===== src/rtl/ysyx_22040125_halt_ctrl.sv =====
// Halt/trap sequencer: stalls fetch on ebreak, waits for the ebreak to retire
// (or the drain to time out), then latches a sticky halt with PC/inst/a0.
module ysyx_22040125_halt_ctrl #(
  parameter int IW  = 3,
  parameter int TMO = 255
) (
  input  logic          clk,
  input  logic          rst,
  input  logic          issue_valid,
  input  logic          issue_ebreak,
  input  logic [63:0]   issue_pc,
  input  logic [31:0]   issue_inst,
  input  logic          retire_valid,
  input  logic          flush,
  input  logic [63:0]   a0_value,
  output logic          fetch_stall,
  output logic          halt,
  output logic [63:0]   halt_pc,
  output logic [31:0]   halt_inst,
  output logic [63:0]   halt_code,
  output logic          good_trap,
  output logic          timeout,
  output logic [IW-1:0] inflight
);

  localparam logic [1:0]    S_RUN   = 2'd0;
  localparam logic [1:0]    S_DRAIN = 2'd1;
  localparam logic [1:0]    S_HALT  = 2'd2;
  localparam logic [IW-1:0] CNT_MAX = {IW{1'b1}};
  localparam logic [IW-1:0] CNT_ONE = {{(IW-1){1'b0}}, 1'b1};
  localparam logic [15:0]   TMO_V   = 16'(TMO);

  logic [1:0]    state_q, state_d;
  logic [IW-1:0] cnt_q, cnt_d, cnt_nf;
  logic [IW-1:0] epos_q, epos_d;
  logic [15:0]   dcnt_q, dcnt_d;
  logic [63:0]   halt_pc_q, halt_pc_d;
  logic [31:0]   halt_inst_q, halt_inst_d;
  logic [63:0]   halt_code_q, halt_code_d;
  logic          timeout_q, timeout_d;

  logic          inc, dec, ebreak_go, eb_retire;
  logic [IW:0]   cnt_sum;

  assign ebreak_go = issue_valid && issue_ebreak && (state_q == S_RUN);
  assign eb_retire = (state_q == S_DRAIN) && retire_valid && (epos_q == CNT_ONE);

  // One extra bit catches the overflow of an issue at full occupancy so it clamps.
  always_comb begin
    inc     = issue_valid && (state_q != S_HALT);
    dec     = retire_valid && (cnt_q != '0) && (state_q != S_HALT);
    cnt_sum = {1'b0, cnt_q} + {{IW{1'b0}}, inc} - {{IW{1'b0}}, dec};
    cnt_nf  = cnt_sum[IW] ? CNT_MAX : cnt_sum[IW-1:0];
    cnt_d   = flush ? '0 : cnt_nf;
  end

  always_comb begin
    // NOTE: every next-state signal gets a default first so no path infers a latch.
    state_d     = state_q;
    epos_d      = epos_q;
    dcnt_d      = dcnt_q;
    halt_pc_d   = halt_pc_q;
    halt_inst_d = halt_inst_q;
    halt_code_d = halt_code_q;
    timeout_d   = timeout_q;
    case (state_q)
      S_RUN: begin
        if (ebreak_go) begin
          state_d     = S_DRAIN;
          halt_pc_d   = issue_pc;
          halt_inst_d = issue_inst;
          epos_d      = cnt_nf;
          dcnt_d      = 16'd1;
        end
      end
      S_DRAIN: begin
        if (retire_valid) epos_d = epos_q - CNT_ONE;
        dcnt_d = dcnt_q + 16'd1;
        // Retire of the ebreak beats a same-cycle flush and the timeout.
        if (eb_retire) begin
          state_d     = S_HALT;
          halt_code_d = a0_value;
        end else if (flush) begin
          state_d     = S_RUN;
          halt_pc_d   = '0;
          halt_inst_d = '0;
        end else if (dcnt_q == TMO_V) begin
          state_d     = S_HALT;
          timeout_d   = 1'b1;
          halt_code_d = '1;
        end
      end
      S_HALT: ;
      default: state_d = S_RUN;
    endcase
  end

  always_ff @(posedge clk) begin
    // NOTE: sequential state uses non-blocking assignments so all flops update together.
    if (!rst) begin
      state_q     <= S_RUN;
      cnt_q       <= '0;
      epos_q      <= '0;
      dcnt_q      <= '0;
      halt_pc_q   <= '0;
      halt_inst_q <= '0;
      halt_code_q <= '0;
      timeout_q   <= 1'b0;
    end else begin
      state_q     <= state_d;
      cnt_q       <= cnt_d;
      epos_q      <= epos_d;
      dcnt_q      <= dcnt_d;
      halt_pc_q   <= halt_pc_d;
      halt_inst_q <= halt_inst_d;
      halt_code_q <= halt_code_d;
      timeout_q   <= timeout_d;
    end
  end

  // Stall is combinational so the instruction behind the ebreak never issues.
  assign fetch_stall = rst && (ebreak_go || (state_q != S_RUN));
  assign halt        = (state_q == S_HALT);
  assign halt_pc     = halt_pc_q;
  assign halt_inst   = halt_inst_q;
  assign halt_code   = halt_code_q;
  assign timeout     = timeout_q;
  assign good_trap   = halt && (halt_code_q == '0) && !timeout_q;
  assign inflight    = cnt_q;

endmodule


===== config.mk =====
export PLATFORM = sky130hd
export DESIGN_NAME = ysyx_22040125_halt_ctrl
export DESIGN_NICKNAME = d
export VERILOG_FILES = /design/src/rtl/ysyx_22040125_halt_ctrl.sv
export SDC_FILE = /design/constraint.sdc
export NUM_CORES = 1
export LEC_CHECK = 0
export CORE_MARGIN = 4
export CORE_UTILIZATION = 42
export DETAILED_ROUTE_END_ITERATION = 6
export PLACE_DENSITY_LB_ADDON = 0.12
export SLEW_MARGIN = 40
export SYNTH_ARGS = -nofsm -noshare
export SYNTH_HDL_FRONTEND = slang
export SYNTH_SLANG_ARGS = --single-unit

===== constraint.sdc =====
create_clock -name clk -period 2.7 [get_ports clk]
set_input_delay 0.405 -clock clk [delete_from_list [all_inputs] [get_ports clk]]
set_output_delay 0.405 -clock clk [all_outputs]
set_load 0.1 [all_outputs]

==> run_results.csv, run 1 <==
group,metric,value,unit
route,drt_iter0_markers,394,
synthesis,synthFlopType,"dfxtp_1",
sta,fin_ws,328.0,ps
floorplan,core-area,17240,µm²
synthesis,synthTopCellsByCount,"dfxtp_1 (185), nand2_1 (117), nand3_1 (103)",
synthesis,post_synth.cell_area_avg,9.507,µm²
flow_run,drv_cap,0,
clock_network,cts_buffers,17,
synthesis,syn_nets,950,
global_routing,grtUsageTotal,22.15,%
synthesis,synth_cell_types,53,
synthesis,yosysTopAreaCell,"dfxtp_1",
synthesis,synthArstFlopShare,0,%
floorplan,die_width,140.5,µm
route,wl_met3,1918,µm
route,wl_met2,10960,µm
synthesis,yosysWarningCount,0,
sta,finalCriticalPeriod,2372,ps
synthesis,syn_area,7377,µm²
clock_network,clk_latency,420,ps
setup_path,crit_path_cell_trace,"nor4_1 -> nand4_1 -> nor4_4 -> buf_12",
sta,slew_violations,0,
hold_path,hold_path_class,"primary input to register",
power,swShare,39.66,%
route,vias_per_cell,5.346,
clock_network,post_cts_resized,0,
sta,hold_viol_final,0,
power,combPwrFrac,36.7,%
route,via_count,6998,
route,wl_per_cell,17.38,µm
floorplan,die_y,140.5,µm
clock_network,root_buffer,"clkbuf_16",
power,vdd_drop_max,0.6628,mV
global_routing,grt_pass1_wl,35850,µm
clock_network,cts_num_sinks,185,
synthesis,synth_edf_count,0,
global_routing,antenna_found_initial,1,
global_routing,overflow,0,
clock_network,holdBufCountCts,0,
power,p_seq_share,34.5,%
power,totalPowerFinal,0.009095,W
setup_path,cp.required,2300,ps
synthesis,ys_ff_latch,185,
clock_network,postCtsSetupRepairBufs,0,
placed_design,io_buffers,332,
setup_path,end_kind,"primary output",
setup_path,critPathMaxFanout,3,
global_routing,grt_max_degree,128,
sta,fin_skew,7.971,ps
cells_and_area,syn2layout_area_growth,50.22,%
global_routing,grt_pass1_vias,6706,
setup_path,path_class,"register to primary output",
floorplan,start_util,42.80,%
cells_and_area,post-route-util,64.29,%
synthesis,synth_most_common_cell,"dfxtp_1",
synthesis,syn_inst,776,
setup_path,setup.worst_path.start_class,"register",
synthesis,yosysSeqAreaShare,50.20,%
route,firstDrtPassIters,5,
synthesis,synth.area.top_cells,"dfxtp_1 (50%), o221a_2 (9.2%), nand3_1 (7.0%), a21boi_0 (6.1%), nand2_1 (6.0%)",
power,clockPowerShare,28.8,%
sta,finalSetupViolCount,0,
cells_and_area,fin_nets,1246,
placed_design,place_congestion,0.8051,
sta,whs,308.0,ps
clock_network,clk_path_buf_depth,2,
floorplan,pin_count,333,
sta,rsz0062_at_grt,"no",
setup_path,crit_path_max_incr_delay,420,ps
status,status,"finished, final reports clean",
cells_and_area,diodes,0,
synthesis,synth_top_cell_area_share,50.20,%
floorplan,die_area,19750,µm²
sta,tightest_slew,694.7,ps
clock_network,cts_tree,"built",
clock_network,h-tree-depth,4,
route,top_layer,"met5",
cells_and_area,drive_gt1_share,26.29,%
power,p_leak,4.494,nW
power,switchingPower,0.003607,W
sta,max-slew-margin-rel,53.68,%
placed_design,place_ws,131.0,ps
setup_path,cp_slowest_cell,"nor4_1",
sta,fmax,0.4216,GHz
sta,min_period_over_period,87.85,%
route,wl_met1,9377,µm
floorplan,num_rows,48,
route,wirelength,22750,µm
power,intPower,0.005487,W
placed_design,dp_hpwl,15640,µm
route,ant_nets,0,
route,drc,0,
power,power-per-cell-area,820.7,nW/µm²
clock_network,clkTransAtPathRegs,60,ps
setup_path,arrival,1970,ps
-- power groups by stage --
stage          Clock [W]  Combinational (W)  Sequential, W
6_report         0.00262            0.00334        0.00314
3_3_place_gp           0            0.00333        0.00319
2_1_floorplan          0           0.000900        0.00472
4_1_cts          0.00269            0.00337        0.00314
3_5_place_dp           0            0.00336        0.00320
5_1_grt          0.00280            0.00353        0.00317
-- layout make-up --
class / instances / area [µm²]
clock buffer: 20 / 446.7
clock inverter: 11 / 168.9
fill: 1470 / 6155
inverter: 11 / 41.29
multi-input combinational: 510 / 3334
sequential: 185 / 3706
tap: 225 / 281.5
timing repair buffer: 347 / 3103
-- worst max-delay path, delay by kind of cell, from the launching register on --
kind | cells | cell delay (ps)
buffers and inverters | 1 | 210
flip-flops | 1 | 340
AND/OR/NAND/NOR | 3 | 990
-- cells in the final DEF (no fill, tap or decap), types with 9 or more instances in the layout --
cell               n
a21boi_0          59
a21boi_1          40
a21oi_1            9
buf_4            176
clkbuf_16         17
clkdlybuf4s50_1  164
dfxtp_1          183
inv_1             11
nand2_1          116
nand3_1          103
nor2_1             9
nor4_1            17
o21ai_0           10
o221a_2           60
-- registers in the layout (all words and copies together) (netlist names) --
signal / flops
dcnt_q: 16
epos_q: 3
halt_code: 64
halt_inst: 32
halt_pc: 64
inflight: 3
state_q: 2
timeout: 1
-- final timing paths --
check	start	endpoint	slack, ps	cells after the start
hold reg to reg	halt_inst[20]$_SDFFE_PN0P_	halt_inst[20]$_SDFFE_PN0P_	450	2
hold / removal	rst	dcnt_q[8]$_SDFFE_PN0P_	310	2
setup reg to reg	state_q[1]$_SDFFE_PN0P_	epos_q[2]$_SDFFE_PN0P_	350	10
setup / recovery	timeout$_SDFFE_PN0P_	good_trap	330	4
-- per-stage QoR --
step	std cells	TNS, ps	instance area (µm²)
2_1_floorplan	776	-4.605	7398
3_3_place_gp	1278	0	10470
3_5_place_dp	1278	0	10470
4_1_cts	1309	0	11080
5_1_grt	1309	0	11080
6_report	1309	0	11080
-- metal layers --
metal | global-route usage [%] | vias to the layer above
met5 | 0 | -
met4 | 7.241 | 2
met3 | 6.692 | 38
met2 | 36.24 | 265
met1 | 28.01 | 3274
li1 | - | 3419
-- cell families (layout without fill, tap and decap cells) --
logic type / Yosys count / after routing / share of synthesized area, %
DFF: 185 / 185 / 50.20
buffers and inverters: 81 / 389 / 5.071
xor gates and xnor gates: 2 / 2 / 0.2375
AOI/OAI and AO/OA: 209 / 209 / 24.03
adders and majority gates: 8 / 8 / 1.459
and+or+nand+nor: 291 / 291 / 19.00
Note: power is estimated with default switching activity, not from simulation.
==> run 2: changes to the inputs <==
CORE_UTILIZATION = 45   (was 42)
clock period = 2.8 ns   (was 2.7 ns; I/O delays follow)
==> run_results.csv, run 2 (same netlist as run 1, synthesis figures left out) <==
group,metric,value,unit
clock_network,holdBufCountCts,0,
cells_and_area,diodes,0,
setup_path,setup.worst_path.start_class,"register",
clock_network,clkTransAtPathRegs,70,ps
power,totalPowerFinal,0.008516,W
placed_design,place_congestion,0.8209,
sta,fin_skew,14.37,ps
clock_network,cts_num_sinks,185,
setup_path,path_class,"register to primary output",
floorplan,core-area,16000,µm²
setup_path,cp.required,2380,ps
clock_network,h-tree-depth,4,
hold_path,hold_start,"halt_inst[28]$_SDFFE_PN0P_",
setup_path,rr_startpoint,"state_q[1]$_SDFFE_PN0P_",
route,firstDrtPassIters,4,
route,wl_per_cell,17.32,µm
setup_path,arrival,2000,ps
route,drt_iter0_markers,413,
placed_design,place_ws,185.3,ps
setup_path,crit_path_cell_trace,"nand2b_1 -> nor3_1 -> nand3_1 -> nor4_4 -> buf_12",
cells_and_area,drive_gt1_share,26.11,%
clock_network,root_buffer,"clkbuf_16",
sta,max-slew-margin-rel,54.05,%
sta,min_period_over_period,86.59,%
clock_network,clk_path_buf_depth,2,
global_routing,grtUsageTotal,22.92,%
route,ant_nets,0,
placed_design,dp_hpwl,15630,µm
route,vias_per_cell,5.329,
placed_design,dp_cells,1268,
clock_network,postCtsSetupRepairBufs,0,
floorplan,start_util,46.11,%
clock_network,cts_tree,"built",
global_routing,grt_pass1_vias,6448,
power,power-per-cell-area,774.4,nW/µm²
clock_network,post_cts_resized,0,
sta,fmax,0.4125,GHz
global_routing,grt_max_degree,97,
route,drc,0,
power,vdd_drop_max,0.4639,mV
power,p_leak,4.452,nW
cells_and_area,final_cell_mix,"dfxtp_1 (185), buf_4 (177), clkdlybuf4s50_1 (164)",
cells_and_area,final.fill_count,1372,
floorplan,num_rows,46,
sta,tightest_slew,689.2,ps
setup_path,cp_num_buf_inv,1,
floorplan,die_width,136.0,µm
global_routing,grt_pass1_wl,34200,µm
setup_path,critPathMaxFanout,7,
cells_and_area,syn2layout_area_growth,49.07,%
global_routing,antenna_found_initial,0,
floorplan,pin_count,333,
route,wirelength,22510,µm
hold_path,hold_path_class,"register to register",
sta,finalCriticalPeriod,2424,ps
setup_path,crit_start,"state_q[1]$_SDFFE_PN0P_",
floorplan,die_y,136.0,µm
clock_network,cts_buffers,17,
status,status,"finished, final reports clean",
setup_path,cp_top_family,"simple AND/OR/NAND/NOR gates",
setup_path,cp_slowest_cell,"dfxtp_1",
setup_path,crit_path_max_incr_delay,460,ps
route,via_count,6928,
setup_path,end_kind,"primary output",
cells_and_area,fin_nets,1245,
sta,rsz0062_at_grt,"no",
placed_design,io_buffers,332,
sta,fin_tns_setup,0,ps
sta,slew_violations,0,
clock_network,clk_latency,420,ps
cells_and_area,layout_commonest_cell,"dfxtp_1",
sta,finalSetupViolCount,0,
cells_and_area,instances_no_fill,1300,
sta,hold_viol_final,0,
sta,fin_ws,375.5,ps
floorplan,die_area,18510,µm²
global_routing,overflow,0,
flow_run,drv_cap,0,
## run 2: changes by cell type in the layout (fill, tap and decap cells not counted)
cell / before / now
buf_12: 7 / 5
buf_4: 176 / 177
clkbuf_8: 1 / 4
inv_6: 3 / 1
clkinv_2: 3 / 2
dfxtp_1: 183 / 185
dfxtp_2: 2 / 0
clkinvlp_4: 1 / 3
bufinv_16: 4 / 1
clkinv_4: 0 / 2
## run 2: layer usage
layer | part of all wire [%] | vias up | global-route usage, %
met5 | 0 | - | 0
met4 | 2.4 | 0 | 7.783
met3 | 8.1 | 37 | 7.587
li1 | - | 3423 | -
met1 | 41 | 3255 | 27.56
met2 | 48 | 213 | 38.53
## run 2: final timing paths
kind / end / slack, ps / cells after the start
worst max-delay path: good_trap / 380 / 5
worst min-delay path: halt_inst[28]$_SDFFE_PN0P_ / 450 / 2
worst max register to register: epos_q[2]$_SDFFE_PN0P_ / 430 / 10
worst min register to register: halt_inst[28]$_SDFFE_PN0P_ / 450 / 2
## run 2: cell type report
class | count | area [µm²] | area share [%]
flip-flops and latches | 185 | 3704 | 33.68
multi-input cells | 510 | 3334 | 30.32
repair buffers | 346 | 3070 | 27.92
clock buffers | 23 | 488.0 | 4.437
well taps | 216 | 270.3 | 2.458
clock inverters | 9 | 88.84 | 0.8078
inverters | 11 | 41.29 | 0.3755
## run 2: power breakdown
part	leakage, nW	switching, W	internal, W	total [W]
logic	2.67	0.00230	0.000867	0.00316
clock network	0.276	0.00101	0.00132	0.00234
registers	1.50	0.000150	0.00287	0.00302
total	4.45	0.00346	0.00506	0.00852
## run 2: worst reg2reg max path, delay by kind of cell (launching register included)
family / cells / cell delay, ps
XOR/XNOR: 1 / 250
AO/OA/AOI/OAI: 5 / 870
adder cells (fa/ha/maj): 2 / 440
flip-flops: 1 / 460
AND/OR/NAND/NOR: 1 / 210
buffers and inverters: 1 / 60
## run 2: stage by stage
step                util, %  instance area (µm²)  hold slack [ps]
global route          68.73                11000            466.4
CTS                   68.73                11000            437.5
floorplan                 -                 7396            433.0
detailed placement    65.12                10420            442.2
global placement      65.12                10420            438.2
finish                68.73                11000            448.1
==> run 3: changes to the inputs <==
CTS_CLUSTER_DIAMETER = 30   (was unset)
GPL_ROUTABILITY_DRIVEN = 0   (was unset)
==> results of run 3 <==
Same layout as run 2: the final DEF is identical, and so are final timing and power.
